==> config.mk <==
export PLATFORM = sky130hd
export DESIGN_NAME = mcntrl_wbuf_sched_flat
export DESIGN_NICKNAME = d
export VERILOG_FILES = /design/src/rtl/mcntrl_wbuf_sched_if.sv /design/src/rtl/mcntrl_wbuf_sched.sv /design/src/flat_wrapper.sv
export SDC_FILE = /design/constraint.sdc
export NUM_CORES = 1
export LEC_CHECK = 0
export CORE_ASPECT_RATIO = 1.2
export CORE_MARGIN = 2
export CORE_UTILIZATION = 49
export DETAILED_ROUTE_END_ITERATION = 8
export HOLD_SLACK_MARGIN = 0.1
export PLACE_DENSITY = 0.8
export SYNTH_ARGS = -nofsm -noshare
export SYNTH_HDL_FRONTEND = slang
export SYNTH_SLANG_ARGS = --single-unit
==> constraint.sdc <==
create_clock -name mclk -period 2.6 [get_ports mclk]
set_clock_uncertainty 0.05 [all_clocks]
set_input_delay 0.52 -clock mclk [delete_from_list [all_inputs] [get_ports mclk]]
set_output_delay 0.52 -clock mclk [all_outputs]
set_load 0.05 [all_outputs]
==> src/rtl/mcntrl_wbuf_sched_if.sv <==
// Producer/sequencer/buffer control bundle of the write-buffer page scheduler.
// The slave modport is the scheduler side; the master modport is the environment side.
interface mcntrl_wbuf_sched_if;
    logic       frame_start;
    logic       wpage_done;
    logic [1:0] wpage;
    logic       buf_full;
    logic [2:0] pages_ready;
    logic       xfer_want;
    logic       xfer_grant;
    logic       xfer_rd;
    logic       rd;
    logic       page_next;
    logic       rpage_set;
    logic [1:0] rpage_in;
    logic       xfer_busy;
    logic       xfer_done;
    logic       wbuf_ovf;

    modport slave (
        input  frame_start, wpage_done, xfer_grant, xfer_rd,
        output wpage, buf_full, pages_ready, xfer_want, rd, page_next,
               rpage_set, rpage_in, xfer_busy, xfer_done, wbuf_ovf
    );

    modport master (
        output frame_start, wpage_done, xfer_grant, xfer_rd,
        input  wpage, buf_full, pages_ready, xfer_want, rd, page_next,
               rpage_set, rpage_in, xfer_busy, xfer_done, wbuf_ovf
    );
endinterface

==> src/rtl/mcntrl_wbuf_sched.sv <==
// Page scheduler for the 4-page external-write buffer of a memory controller write channel.
// Optional sticky overflow flag: define MCNTRL_WBUF_SCHED_OVF_EN to build it.
module mcntrl_wbuf_sched #(
    parameter int PAGE_WORDS = 128
) (
    input  logic               mclk,
    input  logic               mrst_n,
    mcntrl_wbuf_sched_if.slave bus
);
    localparam int WCNT_W = $clog2(PAGE_WORDS) + 1;
    localparam logic [WCNT_W-1:0] WCNT_FULL = WCNT_W'(PAGE_WORDS);
    localparam logic [WCNT_W-1:0] WCNT_LAST = WCNT_W'(PAGE_WORDS - 1);

    if (PAGE_WORDS < 2 || (PAGE_WORDS & (PAGE_WORDS - 1)) != 0) begin : g_bad_param
        $error("PAGE_WORDS must be a power of 2 and at least 2");
    end

    typedef enum logic [1:0] {
        S_IDLE = 2'd0,
        S_REQ  = 2'd1,
        S_XFER = 2'd2,
        S_DONE = 2'd3
    } state_t;

    state_t              state_q, state_d;
    logic [1:0]          wptr_q, wptr_d;
    logic [2:0]          cnt_q, cnt_d;
    logic [WCNT_W-1:0]   wcnt_q, wcnt_d;
    logic                rpage_set_q, rpage_set_d;

    logic                wr_acc;
    logic                rd_gate;
    logic                want_o, busy_o, done_o;

    assign wr_acc = bus.wpage_done & (cnt_q != 3'd4);

    // FSM state register
    always_ff @(posedge mclk or negedge mrst_n) begin
        if (!mrst_n) begin
            state_q <= S_IDLE;
        end else begin
            state_q <= state_d;
        end
    end

    // FSM next state; frame_start overrides every transition
    always_comb begin
        state_d = state_q;
        case (state_q)
            S_IDLE: if (cnt_q != 3'd0) state_d = S_REQ;
            S_REQ:  if (bus.xfer_grant) state_d = S_XFER;
            S_XFER: if (rd_gate && (wcnt_q == WCNT_LAST)) state_d = S_DONE;
            S_DONE: state_d = S_IDLE;
            default: state_d = S_IDLE;
        endcase
        if (bus.frame_start) state_d = S_IDLE;
    end

    // FSM outputs
    always_comb begin
        want_o  = 1'b0;
        busy_o  = 1'b0;
        done_o  = 1'b0;
        rd_gate = 1'b0;
        case (state_q)
            S_REQ: begin
                want_o = 1'b1;
                busy_o = 1'b1;
            end
            S_XFER: begin
                busy_o  = 1'b1;
                rd_gate = bus.xfer_rd & (wcnt_q < WCNT_FULL);
            end
            S_DONE: begin
                busy_o = 1'b1;
                done_o = 1'b1;
            end
            default: ;
        endcase
    end

    // Page bookkeeping; a write and a completion in the same cycle cancel in cnt
    always_comb begin
        wptr_d      = wptr_q;
        cnt_d       = cnt_q;
        wcnt_d      = wcnt_q;
        rpage_set_d = 1'b0;

        if (wr_acc) wptr_d = wptr_q + 2'd1;

        if (wr_acc && !done_o) begin
            cnt_d = cnt_q + 3'd1;
        end else if (!wr_acc && done_o) begin
            cnt_d = cnt_q - 3'd1;
        end

        if (done_o) begin
            wcnt_d = '0;
        end else if (rd_gate) begin
            wcnt_d = wcnt_q + WCNT_W'(1);
        end

        if (bus.frame_start) begin
            wptr_d      = 2'd0;
            cnt_d       = 3'd0;
            wcnt_d      = '0;
            rpage_set_d = 1'b1;
        end
    end

    always_ff @(posedge mclk or negedge mrst_n) begin
        if (!mrst_n) begin
            wptr_q      <= 2'd0;
            cnt_q       <= 3'd0;
            wcnt_q      <= '0;
            rpage_set_q <= 1'b0;
        end else begin
            wptr_q      <= wptr_d;
            cnt_q       <= cnt_d;
            wcnt_q      <= wcnt_d;
            rpage_set_q <= rpage_set_d;
        end
    end

`ifdef MCNTRL_WBUF_SCHED_OVF_EN
    logic ovf_q, ovf_d;

    // Sticky until the next frame; a same-cycle completion does not excuse the drop
    always_comb begin
        ovf_d = ovf_q;
        if (bus.frame_start) begin
            ovf_d = 1'b0;
        end else if (bus.wpage_done && (cnt_q == 3'd4)) begin
            ovf_d = 1'b1;
        end
    end

    always_ff @(posedge mclk or negedge mrst_n) begin
        if (!mrst_n) begin
            ovf_q <= 1'b0;
        end else begin
            ovf_q <= ovf_d;
        end
    end

    assign bus.wbuf_ovf = ovf_q;
`else
    assign bus.wbuf_ovf = 1'b0;
`endif

    assign bus.wpage       = wptr_q;
    assign bus.buf_full    = (cnt_q == 3'd4);
    assign bus.pages_ready = cnt_q;
    assign bus.xfer_want   = want_o;
    assign bus.rd          = rd_gate;
    assign bus.page_next   = done_o & ~rpage_set_q;
    assign bus.xfer_done   = done_o;
    assign bus.rpage_set   = rpage_set_q;
    assign bus.rpage_in    = 2'd0;
    assign bus.xfer_busy   = busy_o;

endmodule

==> src/flat_wrapper.sv <==
// flat-port wrapper written by rule: the top's interface ports become plain ports
module mcntrl_wbuf_sched_flat 
#(
    parameter int PAGE_WORDS = 128
)
  (mclk, mrst_n, bus_frame_start, bus_wpage_done, bus_xfer_grant, bus_xfer_rd, bus_wpage, bus_buf_full, bus_pages_ready, bus_xfer_want, bus_rd, bus_page_next, bus_rpage_set, bus_rpage_in, bus_xfer_busy, bus_xfer_done, bus_wbuf_ovf);
  mcntrl_wbuf_sched_if bus_i ();
  input  logic mclk;
  input  logic mrst_n;
  input wire logic [$bits(bus_i.frame_start)-1:0] bus_frame_start;
  input wire logic [$bits(bus_i.wpage_done)-1:0] bus_wpage_done;
  input wire logic [$bits(bus_i.xfer_grant)-1:0] bus_xfer_grant;
  input wire logic [$bits(bus_i.xfer_rd)-1:0] bus_xfer_rd;
  output wire logic [$bits(bus_i.wpage)-1:0] bus_wpage;
  output wire logic [$bits(bus_i.buf_full)-1:0] bus_buf_full;
  output wire logic [$bits(bus_i.pages_ready)-1:0] bus_pages_ready;
  output wire logic [$bits(bus_i.xfer_want)-1:0] bus_xfer_want;
  output wire logic [$bits(bus_i.rd)-1:0] bus_rd;
  output wire logic [$bits(bus_i.page_next)-1:0] bus_page_next;
  output wire logic [$bits(bus_i.rpage_set)-1:0] bus_rpage_set;
  output wire logic [$bits(bus_i.rpage_in)-1:0] bus_rpage_in;
  output wire logic [$bits(bus_i.xfer_busy)-1:0] bus_xfer_busy;
  output wire logic [$bits(bus_i.xfer_done)-1:0] bus_xfer_done;
  output wire logic [$bits(bus_i.wbuf_ovf)-1:0] bus_wbuf_ovf;
  assign bus_i.frame_start = bus_frame_start;
  assign bus_i.wpage_done = bus_wpage_done;
  assign bus_i.xfer_grant = bus_xfer_grant;
  assign bus_i.xfer_rd = bus_xfer_rd;
  assign bus_wpage = bus_i.wpage;
  assign bus_buf_full = bus_i.buf_full;
  assign bus_pages_ready = bus_i.pages_ready;
  assign bus_xfer_want = bus_i.xfer_want;
  assign bus_rd = bus_i.rd;
  assign bus_page_next = bus_i.page_next;
  assign bus_rpage_set = bus_i.rpage_set;
  assign bus_rpage_in = bus_i.rpage_in;
  assign bus_xfer_busy = bus_i.xfer_busy;
  assign bus_xfer_done = bus_i.xfer_done;
  assign bus_wbuf_ovf = bus_i.wbuf_ovf;
  mcntrl_wbuf_sched #(.PAGE_WORDS(PAGE_WORDS)) u_core (.mclk(mclk), .mrst_n(mrst_n), .bus(bus_i));
endmodule
==> results.cfg, run 1 <==
[pwr]
powerDensity_mw_per_mm2 = 951
p_leak_nw = 0.557
switchingPower_w = 0.000511
p_comb_share_pct = 57.6
ir_drop_mv = 0.784
swShare_pct = 46.7
clockPowerShare_pct = 11.7
p_int_w = 0.000583
seqPwrFrac_pct = 30.7

[routing]
postRouteAntennaNets = 0
wl_per_cell_um = 12.9
wirelength_um = 1720
firstDrtPassIters = 4
viasPerCell = 5.28
drcViolationCount = 0
vias = 702
drt-initial-drc-count = 8

[sta]
relSlewSlack_pct = 51.5
worstMarginPinSlew_ns = 0.725
rsz0062_at_grt = no
fin_ws_ns = 0.146
hold_ws_ns = 0.463
hold_viol_final = 0
max_freq_ghz = 0.408
fin_crit_sh_pct = 94.4
setup_viol = 0
slew_violations = 0
tns_ns = 0
final_period_minus_worst_setup_slack_ns = 2.45

[clock_network]
numCtsBuffers = 3
postCtsSetupBuffers = 0
cts_hold_buffers = 0
clock_path_buffers = 2
cts-htree-levels = 1
cts_tree = built
clkSinkCount = 16
cts_resized = 0
clkTransAtPathRegs_ns = 0.09
cts_root_buf = clkbuf_4
insertion_delay_ns = 0.28

[floorplanning]
die_y_um = 52.3
num_rows = 17
fp.dieW_um = 44.2
coreArea_mm2 = 0.00183
design.die.area_mm2 = 0.00231
pin_count = 21
start_util_pct = 52.1

[synth]
synth.top_cell.area_share_pct = 42.0
synth.distinct_cells = 32
syn-instance-count = 97
netlist_area_um2 = 952
synth_largest_area_cell = dfrtp_1
synth-seq-cells = 16
ys_seq_area_share_pct = 42.0
synth_area_leaders = dfrtp_1, ha_1, nor2_1
synth.avg_cell_area_um2 = 9.82
yosysWarningCount = 0

[finish]
final_cell_mix = dfrtp_1, nor2_1, clkdlybuf4s50_1
final_area_mm2 = 0.00115
layout.nets = 129
n_antenna_cell = 0
instances_no_fill = 133
final_common_cell = dfrtp_1
layout-drive-gt1-share_pct = 12.3
areaGrowthSynthToFinish_pct = 20.9

[place]
dp_hpwl_um = 1360
dpl_cell_area_mm2 = 0.00113
gp_congestion = 0.725
dp.cells = 130
portBuffers = 17
pre_cts_ws_ns = 0.230

[global_route]
grt_pass1_wl_um = 2970
overflow = 0
grt_max_degree = 17
track_usage_pct = 18.2
grt_pass1_vias = 695
antenna_found_initial = 0

[setup_path]
worstPathCellList = ha_1 > clkdlybuf4s50_1
worstPathRequired_ns = 2.03
critPathSlowestCell = clkdlybuf4s50_1
worst-path-buf-inv = 1
worst-r2r-setup-slack_ns = 0.38
path_max_fanout = 7
critPathArrivalTime_ns = 1.88
start_kind = flop
critPathTopFamily = buffers and inverters
worstSetupEndpointType = primary output
path_class = flop to primary output
slowest_delay_ns = 0.86

[hold_path]
hp-class = flop to flop

[flow_run]
drv_cap = 0

[outcome]
status = finished, final reports clean
-- path summary, 6_finish.rpt --
path | from | to | cells after the start
setup / recovery | u_core.state_q[1] | bus_xfer_done | 2
hold / removal | u_core.wcnt_q[7] | u_core.wcnt_q[7] | 2
setup reg to reg | u_core.bus.pages_ready[0] | u_core.bus.pages_ready[2] | 7
hold reg to reg | u_core.wcnt_q[7] | u_core.wcnt_q[7] | 2
max in group asynchronous | mrst_n | u_core.wcnt_q[4] | 1
min in group asynchronous | mrst_n | u_core.bus.wpage[0] | 1
-- synthesized netlist by cell type, drive strengths merged --
cell type	instances
or3b	1
nor2b	3
xnor2	3
buf	3
xor2	4
or3	2
ha	6
fa	1
nor3	3
clkbuf	2
o41a	1
o21ai	2
dfrtp	16
or2	1
a21oi	3
o211a	1
mux2i	2
nand3b	1
nor4	1
mux2	3
or4	1
nand2	8
a31oi	1
nor2	14
conb	1
and2	1
nand3	3
inv	9
-- worst min-delay path, delay by kind of cell, from the launching register on --
family           cells  cell delay (ns)
AND/OR/NAND/NOR      1             0.08
AO/OA/AOI/OAI        1             0.05
flip-flops           1             0.35
-- state kept, by name (all words and copies together) (netlist names) --
register                cells
u_core.wcnt_q               8
u_core.bus.wpage            2
u_core.state_q              2
u_core.bus.rpage_set        1
u_core.bus.pages_ready      3
-- through the flow --
step / power (W) / utilization, %
after global placement: 0.000963 / 61.7
after global routing: 0.00118 / 62.9
after floorplan: 0.000801 / -
final: 0.00109 / 62.9
after CTS: 0.00111 / 62.9
after detailed placement: 0.000978 / 61.7
-- kinds of logic after synthesis --
kind of cell               synth area share [%]
adders and majority gates                  9.99
muxes                                      5.65
DFF                                        42.0
buffers and inverters                      6.70
and+or+nand+nor                            22.5
other                                     0.394
xor gates and xnor gates                   7.23
AOI/OAI and AO/OA                          5.52
-- metal layers --
metal | share of wire (%) | track usage, %
met1 | 39 | 20.1
met2 | 54 | 30.9
met3 | 3.4 | 3.45
met4 | 3.5 | 12.6
met5 | 0 | 0
-- cell type report --
| cell class | count | area, um2 |
|---|---|---|
| fill | 161 | 678 |
| multi-input combinational | 69 | 495 |
| sequential | 16 | 400 |
| timing repair buffer | 17 | 175 |
| inverter | 9 | 33.8 |
| tap | 19 | 23.8 |
| clock buffer | 3 | 22.5 |
-- power groups by stage --
stage	Clock [W]	Combinational (W)	Sequential, W
floorplan	0	0.000385	0.000416
finish	0.000128	0.000631	0.000336
global placement	0	0.000625	0.000337
global route	0.000146	0.000689	0.000341
detailed placement	0	0.000636	0.000342
CTS	0.000134	0.000639	0.000336
No activity file was read; power rests on OpenSTA's default activity.
==> run 2: changes to the inputs <==
--- a/config.mk
+++ b/config.mk
@@ -11,6 +11,7 @@
 export DETAILED_ROUTE_END_ITERATION = 8
 export HOLD_SLACK_MARGIN = 0.1
 export PLACE_DENSITY = 0.8
+export SETUP_SLACK_MARGIN = 0.05
 export SYNTH_ARGS = -nofsm -noshare
 export SYNTH_HDL_FRONTEND = slang
 export SYNTH_SLANG_ARGS = --single-unit
==> run 2 against run 1 <==
Effect of this change:
- total power about the same
- flip-flop and latch count unchanged
- sequential share of layout area decreased by 0.076 points
- sequential power about the same
- wire length increased by 0.17%
- count of clock-buffer cells in the layout unchanged
==> results.cfg, run 2 (synthesized netlist as in run 1, its figures left out) <==
[outcome]
status = finished, final reports clean

[sta]
worstMarginPinSlew_ns = 0.725
hold_viol_final = 0
max_freq_ghz = 0.416
fin_ws_ns = 0.196
slew_violations = 0
tns_ns = 0
relSlewSlack_pct = 51.5
fin_crit_sh_pct = 92.4
setup_viol = 0
rsz0062_at_grt = no
final_period_minus_worst_setup_slack_ns = 2.40

[routing]
drt-initial-drc-count = 8
postRouteAntennaNets = 0
drcViolationCount = 0
wirelength_um = 1720
vias = 703
firstDrtPassIters = 4
wl_per_cell_um = 13.0
viasPerCell = 5.29

[pwr]
powerDensity_mw_per_mm2 = 948
p_total_w = 0.00109
ir_drop_mv = 0.783
p_leak_nw = 0.576

[setup_path]
timing.rr.end = u_core.bus.pages_ready[2]
worstRegToRegCells = 7
cp_common_cell = inv_1
worstPathRequired_ns = 2.03
critPathSlowestCell = clkdlybuf4s50_1
path_class = flop to primary output
critical_path.startpoint = u_core.state_q[0]
path_max_fanout = 4
worst-path-buf-inv = 3
critPathTopFamily = buffers and inverters
start_kind = flop
worstPathCellList = inv_1 > ha_1 > inv_1 > clkdlybuf4s50_1
crit-reg2reg-launch = u_core.bus.pages_ready[0]
worst-r2r-setup-slack_ns = 0.38
critPathArrivalTime_ns = 1.83
worstSetupEndpointType = primary output
slowest_delay_ns = 0.80

[clock_network]
cts_hold_buffers = 0
cts-htree-levels = 1
cts_root_buf = clkbuf_4
clkSinkCount = 16
cts_tree = built
insertion_delay_ns = 0.28
clkTransAtPathRegs_ns = 0.09
clock_path_buffers = 2
numCtsBuffers = 3

[floorplanning]
coreArea_mm2 = 0.00183
pin_count = 21
die_y_um = 52.3
start_util_pct = 52.1
fp.dieW_um = 44.2
design.die.area_mm2 = 0.00231
num_rows = 17

[finish]
n_antenna_cell = 0
final_cell_mix = dfrtp_1, nor2_1, clkdlybuf4s50_1
num-fill-cells = 159
instances_no_fill = 133
final_common_cell = dfrtp_1
largest-register = u_core.wcnt_q
final_area_mm2 = 0.00115
areaGrowthSynthToFinish_pct = 21.2
layout-drive-gt1-share_pct = 12.3
seq_area_um2 = 400
layout.nets = 129
largest_register_ffs = 8
multi_input_area_um2 = 495

[global_route]
grt_pass1_wl_um = 2970
grt_use_met3_pct = 3.45
busiest_layer = met2
grt_max_degree = 17
grt_pass1_vias = 695
met1_usage_pct = 20.1
overflow = 0
track_usage_pct = 18.2
antenna_found_initial = 0
use_met2_pct = 30.9

[hold_path]
hp-class = flop to flop
hp-start = u_core.wcnt_q[7]
whs_path_depth = 2
min_to = u_core.wcnt_q[7]

[place]
dpl_cell_area_mm2 = 0.00113
pre_cts_ws_ns = 0.230
portBuffers = 17
dp_hpwl_um = 1360
dp.cells = 130
gp_congestion = 0.725

[flow_run]
drv_cap = 0
[run 2: timing repair]
| item | 4_1_cts | 5_1_grt |
|---|---|---|
| gates resized for setup | 0 | 1 |
| setup buffers | 0 | 0 |
| endpoints found under the setup margin | 0 | 1 |
[run 2: layout make-up]
class,instances,area share (%)
clock buffers,3,1.95
inverters,9,2.93
multi-input cells,69,42.9
flip-flops and latches,16,34.7
well taps,19,2.06
repair buffers,17,15.4
[run 2: through the flow]
step | util (%) | hold slack, ns
floorplan | - | 0.174
global placement | 61.7 | 0.433
detailed placement | 61.7 | 0.446
CTS | 62.9 | 0.468
global route | 63.1 | 0.522
finish | 63.1 | 0.463
[run 2: worst max path at each step]
stage	slack, ns	cells after the start	endpoint
2_1_floorplan	0.16	7	u_core.bus.pages_ready[2]
3_3_place_gp	0.28	7	u_core.bus.pages_ready[2]
3_5_place_dp	0.23	7	u_core.bus.pages_ready[2]
4_1_cts	0.12	2	bus_xfer_done
5_1_grt	0.10	4	bus_xfer_busy
6_report	0.20	4	bus_xfer_busy
[run 2: routing by layer]
metal | wire [um] | vias to the layer above
met4 | 60 | 0
met1 | 666 | 338
li1 | - | 343
met5 | 0 | -
met3 | 58 | 6
met2 | 938 | 16
[run 2: where the power goes]
group	switching (W)	internal, W	total, W	leakage, nW
combinational	0.000391	0.000239	0.000630	0.346
sequential	0.0000459	0.000290	0.000336	0.216
clock	0.0000742	0.0000537	0.000128	0.0138
total	0.000511	0.000583	0.00109	0.576
[run 2: tightest hold or removal path, cell delays in order, from the launching register on]
cell and delay [ns]:
dfrtp_1 0.35, a31oi_1 0.05, nor2_1 0.08
==> run 3: changes to the inputs <==
--- a/config.mk
+++ b/config.mk
@@ -5,12 +5,14 @@
 export SDC_FILE = /design/constraint.sdc
 export NUM_CORES = 1
 export LEC_CHECK = 0
+export ABC_AREA = 1
 export CORE_ASPECT_RATIO = 1.2
 export CORE_MARGIN = 2
-export CORE_UTILIZATION = 49
+export CORE_UTILIZATION = 54
 export DETAILED_ROUTE_END_ITERATION = 8
+export GPL_ROUTABILITY_DRIVEN = 0
 export HOLD_SLACK_MARGIN = 0.1
-export PLACE_DENSITY = 0.8
+export PLACE_DENSITY = 0.85
 export SETUP_SLACK_MARGIN = 0.05
 export SYNTH_ARGS = -nofsm -noshare
 export SYNTH_HDL_FRONTEND = slang
==> constraint.sdc (replaced) <==
create_clock -name mclk -period 3.1 [get_ports mclk]
set_clock_uncertainty 0.05 [all_clocks]
set_input_delay 0.62 -clock mclk [delete_from_list [all_inputs] [get_ports mclk]]
set_output_delay 0.62 -clock mclk [all_outputs]
set_load 0.05 [all_outputs]
==> run 3 against run 2 <==
Effect of this change:
- synthesized area grew 12%
- count of clock-buffer cells in the layout grew 1
- core utilization rose by 5.5 points
- wire length rose by 25%
- design area rose by 10%
- sequential share of layout area decreased by 3.1 points
- cell count up 30%
- global-route usage increased by 3.1 points
- worst hold slack got worse by 0.011 ns
- total power down 19%
- critical endpoint is now bus_page_next
- highest routed layer unchanged
==> results.cfg, run 3 <==
[synth]
async_flop_share_pct = 100
synth_edf_count = 0
synth.top_cell.area_share_pct = 37.5
synthTopCellsByCount = nand2_1, nor2_1, dfrtp_1, inv_1, ha_1
synth_flop_cell = dfrtp_1
syn-instance-count = 135
netlist_area_mm2 = 0.00107
ys_seq_area_share_pct = 37.5
synth.avg_cell_area_um2 = 7.91
synth_largest_area_cell = dfrtp_1
synth_area_leaders = dfrtp_1, nand2_1, ha_1
synth-seq-cells = 16
yosysWarningCount = 0
synth.distinct_cells = 28
synth.most_common_cell = nand2_1

[sta]
hold_viol_final = 0
hold_ws_ns = 0.453
tns_ns = 0
fin_crit_sh_pct = 87.7
setup_viol = 0
slew_violations = 0
max_freq_ghz = 0.368
rsz0062_at_grt = no
worstMarginPinSlew_ns = 0.730
relSlewSlack_pct = 51.2
final_period_minus_worst_setup_slack_ns = 2.72

[routing]
wl_met1_um = 892
firstDrtPassIters = 4
wirelength_um = 2150
route.met2.wl_um = 1150
drcViolationCount = 0
postRouteAntennaNets = 0
routed.top_layer = met4
viasPerCell = 5.23
wl_per_cell_um = 12.4
vias = 905
drt-initial-drc-count = 19
wl_met3_um = 74

[clock_network]
cts_tree = built
clkTransAtPathRegs_ns = 0.10
insertion_delay_ns = 0.29
cts_resized = 0
cts_root_buf = clkbuf_4
cts-htree-levels = 1
numCtsBuffers = 3
cts_hold_buffers = 0
clock_path_buffers = 2
clkSinkCount = 16
postCtsSetupBuffers = 0

[floorplanning]
fp.dieW_um = 44.6
start_util_pct = 57.7
num_rows = 17
coreArea_mm2 = 0.00185
pin_count = 21
design.die.area_mm2 = 0.00235
die_y_um = 52.7

[finish]
n_antenna_cell = 0
num-fill-cells = 157
final_cell_mix = nand2_1, nor2_1, inv_1, clkdlybuf4s50_1, dfrtp_1
final_common_cell = nand2_1
multi_input_area_um2 = 563
largest-register = u_core.wcnt_q
final_area_mm2 = 0.00127
largest_register_ffs = 8
areaGrowthSynthToFinish_pct = 18.9
instances_no_fill = 173
seq_area_um2 = 400
layout.nets = 168
layout-drive-gt1-share_pct = 13.6

[flow_run]
drv_cap = 0

[place]
dp.cells = 169
dp_hpwl_um = 1670
dpl_cell_area_mm2 = 0.00123
portBuffers = 17

[setup_path]
worstPathRequired_ns = 2.43
critPathTopFamily = buffers and inverters
path_max_fanout = 4
worst-path-buf-inv = 2
start_kind = flop
path_class = flop to primary output
critPathSlowestCell = clkdlybuf4s50_1
worstPathCellList = ha_1 > inv_2 > nor2_1 > clkdlybuf4s50_1
critPathArrivalTime_ns = 2.05
slowest_delay_ns = 0.81
worstSetupEndpointType = primary output

[pwr]
ir_drop_mv = 0.471
p_leak_nw = 0.612
powerDensity_mw_per_mm2 = 701
p_total_w = 0.000890

[global_route]
grt_pass1_vias = 855
grt_max_degree = 17
antenna_found_initial = 0
grt_pass1_wl_um = 3600
track_usage_pct = 21.3
overflow = 0

[hold_path]
hp-class = flop to flop

[outcome]
status = finished, final reports clean
[run 3: changes by cell type in the layout (fill, tap and decap cells not counted), moves of 4 or more]
cell | previous run | this run
inv_1 | 9 | 16
o21ai_1 | 0 | 4
nand4_1 | 0 | 4
nor2_1 | 14 | 20
nand2_1 | 7 | 29
[run 3: final timing paths]
check / start / endpoint / slack [ns] / cells after the start
max: u_core.state_q[0] / bus_page_next / 0.38 / 4
min: u_core.bus.wpage[0] / u_core.bus.wpage[0] / 0.45 / 1
max reg2reg: u_core.state_q[0] / u_core.bus.pages_ready[2] / 1.05 / 10
min reg2reg: u_core.bus.wpage[0] / u_core.bus.wpage[0] / 0.45 / 1
max in group asynchronous: mrst_n / u_core.bus.wpage[0] / 1.83 / 1
min in group asynchronous: mrst_n / u_core.wcnt_q[3] / 0.70 / 1
[run 3: final cells by class]
class | count | share of cell area, %
multi-input combinational | 97 | 44.4
sequential | 16 | 31.6
timing repair buffer | 17 | 13.2
inverter | 20 | 6.11
clock buffer | 4 | 2.86
tap | 19 | 1.87
[run 3: worst register-to-register path, cell delays in order, from the launching register on]
cell     delay, ns
dfrtp_1       0.43
ha_1          0.33
inv_2         0.09
nand2_1       0.15
inv_1         0.07
fa_1          0.38
xnor2_1       0.19
inv_1         0.06
nand2_1       0.06
nand3_1       0.06
o21ai_1       0.10
[run 3: cells by family (layout without fill, tap and decap cells)]
kind of cell / count (synthesis) / after routing / share of synthesized area (%)
AND/OR/NAND/NOR: 71 / 71 / 33.5
buffers and inverters: 24 / 41 / 10.4
flip-flops: 16 / 16 / 37.5
AO/OA/AOI/OAI: 13 / 13 / 6.80
adder cells (fa/ha/maj): 7 / 7 / 8.91
XOR/XNOR: 3 / 3 / 2.46
other: 1 / 3 / 0.351
[run 3: per-stage QoR]
stage / util, % / setup slack (ns)
after floorplan: - / 0.739
after global placement: 66.6 / 0.752
after detailed placement: 66.6 / 0.716
after CTS: 68.6 / 0.365
after global routing: 68.6 / 0.289
final: 68.6 / 0.382
[run 3: where the power goes]
part / leakage [nW] / total [W] / internal [W] / switching (W)
clock: 0.0210 / 0.000140 / 0.0000715 / 0.0000687
sequential: 0.214 / 0.000272 / 0.000239 / 0.0000332
combinational: 0.377 / 0.000477 / 0.000156 / 0.000321
[run 3: metal layers]
layer / GRT usage [%] / vias to the layer above
met2: 38.4 / 24
met3: 2.07 / 2
met5: 0 / -
met1: 23.7 / 421
met4: 12.1 / 0
li1: - / 458
